--- src/rtl/exec_pkg.sv ---
// Shared opcode, field, ALU and state definitions for the execute stage.
// The fetch controller imports the opcode and field constants from here too.
package exec_pkg;

  localparam int OPC_MSB = 15;
  localparam int OPC_LSB = 12;
  localparam int RD_MSB  = 11;
  localparam int RD_LSB  = 10;
  localparam int RS_MSB  = 9;
  localparam int RS_LSB  = 8;
  localparam int IMM_MSB = 7;
  localparam int IMM_LSB = 0;

  localparam logic [3:0] OP_NOP   = 4'd0;
  localparam logic [3:0] OP_LOAD  = 4'd1;
  localparam logic [3:0] OP_STORE = 4'd2;
  localparam logic [3:0] OP_ADD   = 4'd3;
  localparam logic [3:0] OP_SUB   = 4'd4;
  localparam logic [3:0] OP_AND   = 4'd5;
  localparam logic [3:0] OP_OR    = 4'd6;
  localparam logic [3:0] OP_LDI   = 4'd7;
  localparam logic [3:0] OP_JMP   = 4'd8;
  localparam logic [3:0] OP_HALT  = 4'd15;

  localparam logic [1:0] ALU_ADD = 2'd0;
  localparam logic [1:0] ALU_SUB = 2'd1;
  localparam logic [1:0] ALU_AND = 2'd2;
  localparam logic [1:0] ALU_OR  = 2'd3;

  typedef enum logic [3:0] {
    S_IDLE, S_DECODE,
    S_LD1, S_LD2, S_LD3,
    S_ST1, S_ST2, S_ST3,
    S_AL1, S_AL2, S_AL3,
    S_LDI, S_JMP, S_DONE,
    S_HALTED, S_FAULT
  } state_e;

  function automatic logic [1:0] alu_fn(input logic [3:0] opc);
    case (opc)
      OP_SUB:  return ALU_SUB;
      OP_AND:  return ALU_AND;
      OP_OR:   return ALU_OR;
      default: return ALU_ADD;
    endcase
  endfunction

endpackage

--- src/rtl/mem_wait_timer.sv ---
// Bounded wait for the memory handshake: acks on MFC, flags timeout after
// TIMEOUT cycles enabled without MFC. MFC wins over timeout on the same cycle.
module mem_wait_timer #(
  parameter int TIMEOUT = 16
) (
  input  logic clk,
  input  logic rst,
  input  logic clr_i,
  input  logic en_i,
  input  logic mfc_i,
  output logic ack_o,
  output logic timeout_o
);

  localparam int            CW   = (TIMEOUT > 1) ? $clog2(TIMEOUT) : 1;
  localparam logic [CW-1:0] LAST = CW'(TIMEOUT - 1);

  logic [CW-1:0] cnt_q, cnt_d;

  always_comb begin
    cnt_d = cnt_q;
    if (clr_i)                                  cnt_d = '0;
    else if (en_i && !mfc_i && (cnt_q != LAST)) cnt_d = cnt_q + 1'b1;
  end

  always_ff @(posedge clk) begin
    if (rst) cnt_q <= '0;
    else     cnt_q <= cnt_d;
  end

  assign ack_o     = en_i & mfc_i;
  assign timeout_o = en_i & ~mfc_i & (cnt_q == LAST);

endmodule

--- src/rtl/execute_fsm.sv ---
// Execute-stage control FSM: decodes the IR handed over by fetch, sequences
// bus/regfile/ALU/memory strobes for one instruction, then pulses done.
module execute_fsm
  import exec_pkg::*;
#(
  parameter int IR_W    = 16,
  parameter int TIMEOUT = 16
) (
  input  logic            clk,
  input  logic            rst,
  input  logic            done_fetch,
  input  logic [IR_W-1:0] ir,
  input  logic            MFC,
  output logic            ir_addr_out_en,
  output logic [1:0]      reg_sel,
  output logic            reg_out_en,
  output logic            reg_in,
  output logic            alu_a_in,
  output logic [1:0]      alu_op,
  output logic            alu_z_in,
  output logic            alu_out_en,
  output logic            MARin,
  output logic            EN,
  output logic            RW,
  output logic            MDR_tobusin,
  output logic            MDR_frombusin,
  output logic            MDROutEn,
  output logic            PCin,
  output logic            done,
  output logic            halted,
  output logic            fault
);

  state_e     state_q, state_d;
  logic [3:0] opcode_q;
  logic [1:0] rd_q, rs_q;
  logic       wait_en, mem_ack, mem_timeout;

  // The immediate is routed onto the bus by the datapath, not used here.
  logic [IR_W-1:0] unused_ir;
  assign unused_ir = {ir[IR_W-1:OPC_LSB], ir[RD_MSB:RS_LSB], ir[IMM_MSB:IMM_LSB]};

  // NOTE: sequential state uses non-blocking assignments so every register
  // samples pre-edge values regardless of statement order.
  always_ff @(posedge clk) begin
    if (rst) begin
      state_q  <= S_IDLE;
      opcode_q <= '0;
      rd_q     <= '0;
      rs_q     <= '0;
    end else begin
      state_q <= state_d;
      if (state_q == S_IDLE && done_fetch) begin
        opcode_q <= ir[OPC_MSB:OPC_LSB];
        rd_q     <= ir[RD_MSB:RD_LSB];
        rs_q     <= ir[RS_MSB:RS_LSB];
      end
    end
  end

  assign wait_en = (state_q == S_LD2) || (state_q == S_ST3);

  mem_wait_timer #(.TIMEOUT(TIMEOUT)) u_wait (
    .clk       (clk),
    .rst       (rst),
    .clr_i     (!wait_en),
    .en_i      (wait_en),
    .mfc_i     (MFC),
    .ack_o     (mem_ack),
    .timeout_o (mem_timeout)
  );

  // NOTE: every output and state_d gets a default first, so no path through
  // the case can leave a variable unassigned and infer a latch.
  always_comb begin
    state_d        = state_q;
    ir_addr_out_en = 1'b0;
    reg_sel        = 2'd0;
    reg_out_en     = 1'b0;
    reg_in         = 1'b0;
    alu_a_in       = 1'b0;
    alu_op         = 2'd0;
    alu_z_in       = 1'b0;
    alu_out_en     = 1'b0;
    MARin          = 1'b0;
    EN             = 1'b0;
    RW             = 1'b0;
    MDR_tobusin    = 1'b0;
    MDR_frombusin  = 1'b0;
    MDROutEn       = 1'b0;
    PCin           = 1'b0;
    done           = 1'b0;
    halted         = 1'b0;
    fault          = 1'b0;

    case (state_q)
      S_IDLE: if (done_fetch) state_d = S_DECODE;
      S_DECODE: begin
        case (opcode_q)
          OP_NOP:                        state_d = S_DONE;
          OP_LOAD:                       state_d = S_LD1;
          OP_STORE:                      state_d = S_ST1;
          OP_ADD, OP_SUB, OP_AND, OP_OR: state_d = S_AL1;
          OP_LDI:                        state_d = S_LDI;
          OP_JMP:                        state_d = S_JMP;
          OP_HALT:                       state_d = S_HALTED;
          default:                       state_d = S_FAULT;
        endcase
      end
      S_LD1: begin
        ir_addr_out_en = 1'b1; MARin = 1'b1;
        state_d = S_LD2;
      end
      S_LD2: begin
        EN = 1'b1; RW = 1'b1;
        if (mem_ack)          state_d = S_LD3;
        else if (mem_timeout) state_d = S_FAULT;
      end
      S_LD3: begin
        MDR_tobusin = 1'b1; MDROutEn = 1'b1; reg_in = 1'b1; reg_sel = rd_q;
        state_d = S_DONE;
      end
      S_ST1: begin
        ir_addr_out_en = 1'b1; MARin = 1'b1;
        state_d = S_ST2;
      end
      S_ST2: begin
        reg_out_en = 1'b1; reg_sel = rd_q; MDR_frombusin = 1'b1;
        state_d = S_ST3;
      end
      S_ST3: begin
        EN = 1'b1;
        if (mem_ack)          state_d = S_DONE;
        else if (mem_timeout) state_d = S_FAULT;
      end
      S_AL1: begin
        reg_out_en = 1'b1; reg_sel = rd_q; alu_a_in = 1'b1;
        state_d = S_AL2;
      end
      S_AL2: begin
        reg_out_en = 1'b1; reg_sel = rs_q; alu_op = alu_fn(opcode_q); alu_z_in = 1'b1;
        state_d = S_AL3;
      end
      S_AL3: begin
        alu_out_en = 1'b1; reg_in = 1'b1; reg_sel = rd_q;
        state_d = S_DONE;
      end
      S_LDI: begin
        ir_addr_out_en = 1'b1; reg_in = 1'b1; reg_sel = rd_q;
        state_d = S_DONE;
      end
      S_JMP: begin
        ir_addr_out_en = 1'b1; PCin = 1'b1;
        state_d = S_DONE;
      end
      S_DONE: begin
        done = 1'b1;
        state_d = S_IDLE;
      end
      S_HALTED: halted = 1'b1;
      S_FAULT: begin
        fault = 1'b1; halted = 1'b1;
      end
      default: state_d = S_IDLE;
    endcase
  end

endmodule

--- config.mk ---
export PLATFORM = sky130hd
export DESIGN_NAME = execute_fsm
export DESIGN_NICKNAME = d
export VERILOG_FILES = /design/src/rtl/exec_pkg.sv /design/src/rtl/mem_wait_timer.sv /design/src/rtl/execute_fsm.sv
export SDC_FILE = /design/constraint.sdc
export NUM_CORES = 1
export LEC_CHECK = 0
export ABC_AREA = 1
export CAP_MARGIN = 30
export CORE_UTILIZATION = 50
export CTS_CLUSTER_DIAMETER = 40
export DETAILED_ROUTE_END_ITERATION = 6
export PLACE_DENSITY = 0.95
export SLEW_MARGIN = 20
export SYNTH_ARGS = -nofsm -noshare
export SYNTH_HDL_FRONTEND = slang
export SYNTH_SLANG_ARGS = --single-unit
--- constraint.sdc ---
create_clock -name clk -period 4.7 [get_ports clk]
set_input_delay 0.705 -clock clk [delete_from_list [all_inputs] [get_ports clk]]
set_output_delay 0.705 -clock clk [all_outputs]
set_load 0.005 [all_outputs]
# == Word-level counts from Yosys, hierarchy flattened ==
# Memories as Yosys holds them, arrays and structs flattened. A register that Yosys moved wholly into a read port is not among the register bits.
# Cells that the tools add are included.
# totals
out_inout_bits,20
in_bits,20
word_cells,75
mem_count,1
reg_bits,16
mem_bits_ro,64
# classes
n_addsub,1
n_bitwise,5
n_eq_ne,21
n_mux,25
reduce_logical,17
# memory_table
memory,depth,width,read_ports,rd_clocked_by_memory_dff,wr,line_no,rtl
(name not given),16,4,1,1,0,execute_fsm.sv:99,case (opcode_q)
# op_table
op,n
$pmux W4 S11,1
$eq A4 B4 Y1 const B,9
$eq A4 B3 Y1 const B,7
$mux W4,6
$mux W1,15
$reduce_bool A11 Y1,1
$eq A4 B2 Y1 const B,2
$reduce_or A2 Y1,4
$reduce_or A4 Y1,2
$pmux W2 S3,1
$reduce_or A3 Y1,2
$reduce_or A5 Y1,1
$add A4 B1 Y4 const B,1
$eq A4 B1 Y1 const B,1
$logic_not A4 Y1,1
$ne A4 B4 Y1 const B,1
$pmux W2 S2,1
$and A1 B1 Y1,3
$logic_and A1 B1 Y1,3
$mux W2,1
$ne A2 B2 Y1 const B,1
$not A1 Y1,2
$reduce_and A2 Y1,1
$logic_not A1 Y1,1
$logic_or A1 B1 Y1,1

# == Depth between registers and ports, before layout ==
# Gate-level depths: netlist (run 1).
# logic_depth
ltp_word,7
depth_mapped,13
ltp_nobuf,11

# == Cells and area by module ==
# From an unflattened synthesis (run 1), not the netlist that was laid out.
# hier_totals
cells_unflattened,201
area_unflattened_um2,1318.8
# modules_own_cells
module,instances,area_per_inst_um2,seq_area_each_um2,cells_each
execute_fsm,1,1074.8,320.3,164
mem_wait_timer,1,244.0,80.1,37

# == Worst setup path before layout (run 1) ==
# Ideal clock, no wire load.
# synth_path
kind,input-to-reg
from,input rst
to,register with a tool-made name
path_slack_ns,2.790
required_time_ns,4.577
setup_time_ns,0.123
t_arrival_ns,1.787
n_path_buf,1
cell_stages,7
cell_sequence,inv_1 clkbuf_1 nand2_1 nor2_1 inv_1 ha_1 nand3b_1
# synth_rtl
item,line_no,rtl
"start, declared",execute_fsm.sv:10,"input logic rst,"

# == Worst setup path in the final report (run 1) ==
# layout_path
from,register state_q[3]
to,output reg_sel[0]
# layout_between
elab_chain_cells,3
word_cells_on_any_way,8
classes_between,eq/ne (6); mux (1); reduce/logical (1)
# layout_lines
item,line_no,rtl
"start, declared",execute_fsm.sv:34,"state_e state_q, state_d;"
"start signal, assigned",execute_fsm.sv:52,state_q <= state_d;
$eq A4 B4 Y1 / $eq A4 B3 Y1 (equally long branches),execute_fsm.sv:96,case (state_q)
$reduce_or A5 Y1 (no source line),-,
$pmux W2 S2 *,execute_fsm.sv:96,
"end, declared",execute_fsm.sv:15,"output logic [1:0] reg_sel,"
# Mark *: on every way between the ends. The rest lies on a longest branch, timed or not.

==> results of run 1 <==
-- tightest hold or removal path: cells and delay by family, from the launching register on --
| kind | cells | cell delay, ns |
|---|---|---|
| flip-flops | 1 | 0.32 |
| AO/OA/AOI/OAI | 1 | 0.05 |
| buffers and inverters | 1 | 0.06 |
-- Yosys cell counts, drive strengths merged --
library cell  count  area [µm²]
buf               5        38.8
xor2              1        8.76
o21a              1        7.51
nand4             6        37.5
clkbuf            1        3.75
o22ai             2        12.5
inv              36         135
a21oi            10        50.1
ha                5        62.6
nand3b            2        15.0
o21ai             7        35.0
nor3              5        25.0
nor2             22         138
and2              1        6.26
or2               1        6.26
and3              1        6.26
nand2            54         228
nand3            15        85.1
dfxtp            20         400
-- final timing paths --
path / from / end / slack [ns] / depth (start not counted)
setup / recovery: state_q[3] / reg_sel[0] / 1.68 / 7
hold / removal: rd_q[1] / rd_q[1] / 0.47 / 2
setup reg to reg: state_q[3] / register / 2.71 / 8
hold reg to reg: rd_q[1] / rd_q[1] / 0.47 / 2
-- kinds of logic (layout without fill, tap and decap cells) --
group / count (synthesis) / in the layout / synth area share
AND/OR/NAND/NOR: 107 / 107 / 0.420
buffers and inverters: 42 / 71 / 0.137
AO/OA/AOI/OAI: 20 / 20 / 0.0808
flip-flops: 20 / 20 / 0.308
adder cells (fa/ha/maj): 5 / 5 / 0.0481
XOR/XNOR: 1 / 1 / 0.00673
-- area by class of cell --
class | count | area share
clock buffers | 3 | 0.0136
flip-flops and latches | 20 | 0.241
repair buffers | 31 | 0.187
inverters | 36 | 0.0814
clock inverters | 1 | 0.0181
well taps | 30 | 0.0226
multi-input cells | 133 | 0.436
-- cells in the final DEF (no fill, tap or decap), types with 2 or more instances in the layout --
| cell | n |
|---|---|
| nor2_8 | 2 |
| nand3b_1 | 2 |
| o21ai_0 | 7 |
| nand4_1 | 6 |
| nand2_1 | 50 |
| inv_1 | 35 |
| clkdlybuf4s50_1 | 31 |
| nor2_4 | 3 |
| a21oi_1 | 10 |
| nor3_1 | 5 |
| clkbuf_4 | 3 |
| o22ai_1 | 2 |
| nand2_4 | 3 |
| nand3_2 | 2 |
| dfxtp_1 | 20 |
| ha_1 | 5 |
| nand3_1 | 13 |
| nor2_1 | 17 |
-- metal layers --
layer	track usage	vias to the layer above
li1	-	673
met1	0.259	585
met2	0.354	32
met3	0.0345	4
met4	0.0833	0
met5	0	-
-- power breakdown --
part	internal [mW]	leakage (nW)	switching (mW)	total, mW
registers	0.224	0.165	0.0653	0.289
clock network	0.0861	0.0279	0.0529	0.139
logic	0.202	0.651	0.286	0.488
==> results by group, run 1 <==
STA
  – Final setup TNS: 0 ns
  – Clock skew: 0.00650 ns
  – Max-slew violations: 0
  – Fin worst setup slack: 1.68 ns
  – Final setup viols: 0
  – RSZ-0062 raised after global routing: false
  – Fin. Hold Viols: 0
  – Worst slew pin tran: 0.546 ns
  – Min Clock Period, post-route: 3.02 ns
  – Fmax: 0.331 GHz
  – Slew margin rel.: 0.635
  – Worst hold slack: 0.467 ns
  – Crit share post-route: 0.642

Drt
  – Via density: 5.09
  – Top layer used by detailed routing: met4
  – WL met2: 1360 µm
  – Antenna Nets Post-Route: 0
  – Met3 WL: 95 µm
  – DR iter-0 viols: 27
  – DR DRC count: 0
  – Routed vias: 1,294
  – WL met1: 1250 µm
  – 1st-pass router iterations: 4
  – WL/cell: 10.7 µm
  – Total routed wirelength: 2730 µm

Finish
  – Final non-filler cell total: 254
  – # diodes: 0
  – Design Area, Final: 1660 µm²
  – # nets final: 250
  – Post-Route Utilization: 0.670
  – Fillers: 215
  – Share of cells above drive strength 1: 0.0714
  – Multi-input gate area in the final layout: 723 µm²
  – Area growth syn-to-layout: 27.5%
  – FF+latch area: 400 µm²

Clocking
  – H-tree levels: 1
  – Cts bufs inserted: 3
  – Num Clock Sinks: 20
  – Post-CTS sizing: 0
  – CTS root buf: clkbuf_4
  – Hold buffers post-CTS: 0
  – CTS tree: yes
  – Worst-path clk slew: 0.12 ns
  – Post-CTS Setup Bufs: 0
  – CTS max path bufs: 2
  – Clock Latency Late Sink: 0.30 ns

Worst setup path
  – WP data arrival: 2.31 ns
  – CP Cell Sequence: inv_1, nor2_1, nand2_1, nand2_1, nor2_1, o22ai_1, clkdlybuf4s50_1
  – Bufs and invs on worst path: 2
  – Worst-path fanout max: 8
  – Crit. End Element: output pin
  – Crit path kind: register to output pin
  – Worst Path Required: 3.99 ns
  – Crit path launch type: register
  – CP max stage cell: dfxtp_1
  – Largest stage delay on the critical path: 0.69 ns
  – Top Family by Delay on Critical Path: flip-flops

Synth
  – Synth Instances: 195
  – Mapped Nets: 220
  – Syn. warnings: 0
  – Synth cell types: 27
  – Sequential area share after synthesis: 0.308
  – Yosys reg bits: 20
  – Mapped cell area: 1300 µm²
  – Synth Area per Inst: 6.67 µm²

Place
  – I/O Buffers: 31
  – Dpl cell area: 1610 µm²
  – Detailed placer's ending HPWL: 2070 µm
  – Placed insts: 250
  – Final Wtd Congestion: 0.879
  – DP Worst Slack: 2.08 ns

Die
  – Io pins: 40
  – Initial Util: 0.525
  – FP Rows: 18
  – Chip Width: 53.0 µm
  – Core area: 2480 µm²
  – Die Ht: 53.0 µm
  – Die area: 2810 µm²

GRT
  – Pin count of the biggest net entering global routing: 16
  – Total congestion overflow: 0
  – Total track usage: 0.209
  – Initial antenna violation count: 0
  – Vias in the first global route: 1,056
  – Global-route wire length before repair: 4310 µm

Status
  – Status: finished clean

Power and ir drop
  – PD cells: 552 nW/µm²
  – Total power: 0.916 mW
  – VDD IR max: 0.350 mV
  – Pleak: 0.843 nW

Worst hold path
  – Hold/Removal Path Class: register to register

Flow run
  – Max-cap violations: 0
(Power assumes the default switching activity.)
==> run 2, diff against run 1 <==
--- a/config.mk
+++ b/config.mk
@@ -7,10 +7,10 @@
 export LEC_CHECK = 0
 export ABC_AREA = 1
 export CAP_MARGIN = 30
-export CORE_UTILIZATION = 50
+export CORE_UTILIZATION = 42
 export CTS_CLUSTER_DIAMETER = 40
 export DETAILED_ROUTE_END_ITERATION = 6
-export PLACE_DENSITY = 0.95
+export PLACE_DENSITY = 0.88
 export SLEW_MARGIN = 20
 export SYNTH_ARGS = -nofsm -noshare
 export SYNTH_HDL_FRONTEND = slang
==> constraint.sdc (replaced) <==
create_clock -name clk -period 2.5 [get_ports clk]
set_input_delay 0.375 -clock clk [delete_from_list [all_inputs] [get_ports clk]]
set_output_delay 0.375 -clock clk [all_outputs]
set_load 0.005 [all_outputs]
==> run 2 against run 1 <==
The run now ends with design-rule violations left. Global-route usage fell by 3.5 points. Non-clock buffer count up 5. Core utilization is 7.2 points lower. Via count fell by 1.9%. Die area rose by 18%. Sequential share of layout area down 0.36 points. Clock power is 92% higher. Final area grew 2.8%. Critical endpoint unchanged. Highest routed layer unchanged.
==> results by group, run 2 (synthesis results as in run 1) <==
Worst setup path
  – Crit path kind: register to output pin
  – Reg-to-reg startpoint: state_q[3]
  – Worst-path fanout max: 7
  – Crit. End Element: output pin
  – Crit path launch type: register
  – Reg2Reg Setup Slack: 0.55 ns
  – Worst Path Required: 2.12 ns
  – Reg2reg path depth: 9
  – WP data arrival: 2.01 ns

Worst hold path
  – Hold Startpoint: rd_q[1]
  – Hold-critical path endpoint: rd_q[1]
  – Hold/Removal Path Class: register to register
  – Hold depth: 2

Drt
  – Top layer used by detailed routing: met4
  – WL met2: 1320 µm
  – Antenna Nets Post-Route: 0
  – Routed vias: 1,270
  – DR iter-0 viols: 34
  – WL/cell: 10.5 µm
  – Total routed wirelength: 2720 µm
  – WL met1: 1240 µm
  – DR DRC count: 3
  – 1st-pass router iterations: 6
  – Via density: 4.88
  – Met3 WL: 112 µm

Finish
  – Post-Route Utilization: 0.598
  – # diodes: 0
  – # nets final: 255
  – Area growth syn-to-layout: 31.1%
  – Fillers: 277
  – Final non-filler cell total: 260
  – Share of cells above drive strength 1: 0.105
  – Commonest cells after routing, fill and taps aside: nand2_1 (50), inv_1 (35), clkdlybuf4s50_1 (31)
  – Design Area, Final: 1710 µm²
  – Commonest non-fill, non-tap cell in the layout: nand2_1

Clocking
  – Num Clock Sinks: 20
  – Worst-path clk slew: 0.12 ns
  – H-tree levels: 1
  – Post-CTS Setup Bufs: 0
  – Hold buffers post-CTS: 0
  – CTS max path bufs: 2
  – Clock Latency Late Sink: 0.31 ns
  – Cts bufs inserted: 3
  – CTS tree: yes
  – CTS root buf: clkbuf_4

Place
  – Dpl cell area: 1650 µm²
  – Final Wtd Congestion: 0.914
  – DP Worst Slack: 0.262 ns
  – Detailed placer's ending HPWL: 2220 µm
  – Placed insts: 256
  – I/O Buffers: 31

STA
  – Fin worst setup slack: 0.114 ns
  – Fin. Hold Viols: 0
  – Worst hold slack: 0.465 ns
  – Final setup viols: 0
  – Crit share post-route: 0.955
  – Min Clock Period, post-route: 2.39 ns
  – RSZ-0062 raised after global routing: false
  – Final setup TNS: 0 ns
  – Worst slew pin tran: 0.456 ns
  – Clock skew: 0.00897 ns
  – Max-slew violations: 0
  – Slew margin rel.: 0.694
  – Fmax: 0.419 GHz

GRT
  – Total track usage: 0.173
  – Pin count of the biggest net entering global routing: 13
  – Total congestion overflow: 0
  – Initial antenna violation count: 0
  – Vias in the first global route: 1,115
  – Global-route wire length before repair: 4530 µm

Die
  – Initial Util: 0.456
  – FP Rows: 19
  – Die Ht: 57.7 µm
  – Io pins: 40
  – Chip Width: 57.7 µm
  – Core area: 2850 µm²
  – Die area: 3320 µm²

Status
  – Failing checks: design-rule violations
  – Status: complete, but fails checks

Power and ir drop
  – Total power: 1.75 mW
  – Pleak: 0.869 nW
  – VDD IR max: 0.467 mV
  – PD cells: 1030 nW/µm²

Flow run
  – Max-cap violations: 0
[run 2: repair_timing]
action                                  4_1_cts  5_1_grt
hold endpoints to repair                      0        0
gates resized for setup                       1        3
cloned                                        0        0
endpoints found under the setup margin        2        2
[run 2: layout make-up]
cell class	instances	area, µm²	share of cell area
flip-flops and latches	20	405	0.238
multi-input cells	133	726	0.426
clock buffers	3	22.5	0.0132
well taps	31	38.8	0.0227
repair buffers	36	348	0.204
clock inverters	1	30.0	0.0176
inverters	36	135	0.0792
[run 2: report_power, final]
part	switching [mW]	internal, mW	leakage, nW
registers	0.0890	0.428	0.166
logic	0.553	0.413	0.675
clock network	0.105	0.162	0.0279
total	0.747	1.00	0.869
[run 2: worst max path at each step]
stage          startpoint          to  slack, ns
3_5_place_dp   state_q[2]  reg_sel[1]       0.26
6_report       state_q[2]  reg_sel[0]       0.11
2_1_floorplan  state_q[1]    register       0.79
4_1_cts        state_q[2]  reg_sel[1]       0.05
3_3_place_gp   state_q[2]  reg_sel[0]       0.33
5_1_grt        state_q[2]  reg_sel[0]       0.01
[run 2: worst max-delay path, stage by stage, from the launching register on]
cell and delay, ns:
dfxtp_4 0.44, inv_1 0.09, nor2_1 0.18, nand2_1 0.10, nand2_1 0.14, nor2_1 0.09, o22ai_1 0.12, clkdlybuf4s50_1 0.53
[run 2: per-layer routing]
metal  vias up  GRT usage
met5         -          0
met4         0     0.0816
met3         5     0.0201
met2        31      0.297
met1       553      0.218
li1        681          -
==> run 3, diff against run 2 <==
--- a/config.mk
+++ b/config.mk
@@ -6,7 +6,7 @@
 export NUM_CORES = 1
 export LEC_CHECK = 0
 export ABC_AREA = 1
-export CAP_MARGIN = 30
+export CAP_MARGIN = 20
 export CORE_UTILIZATION = 42
 export CTS_CLUSTER_DIAMETER = 40
 export DETAILED_ROUTE_END_ITERATION = 6
==> results of run 3 <==
The final DEF is identical to that of run 2; final timing and power are the same.
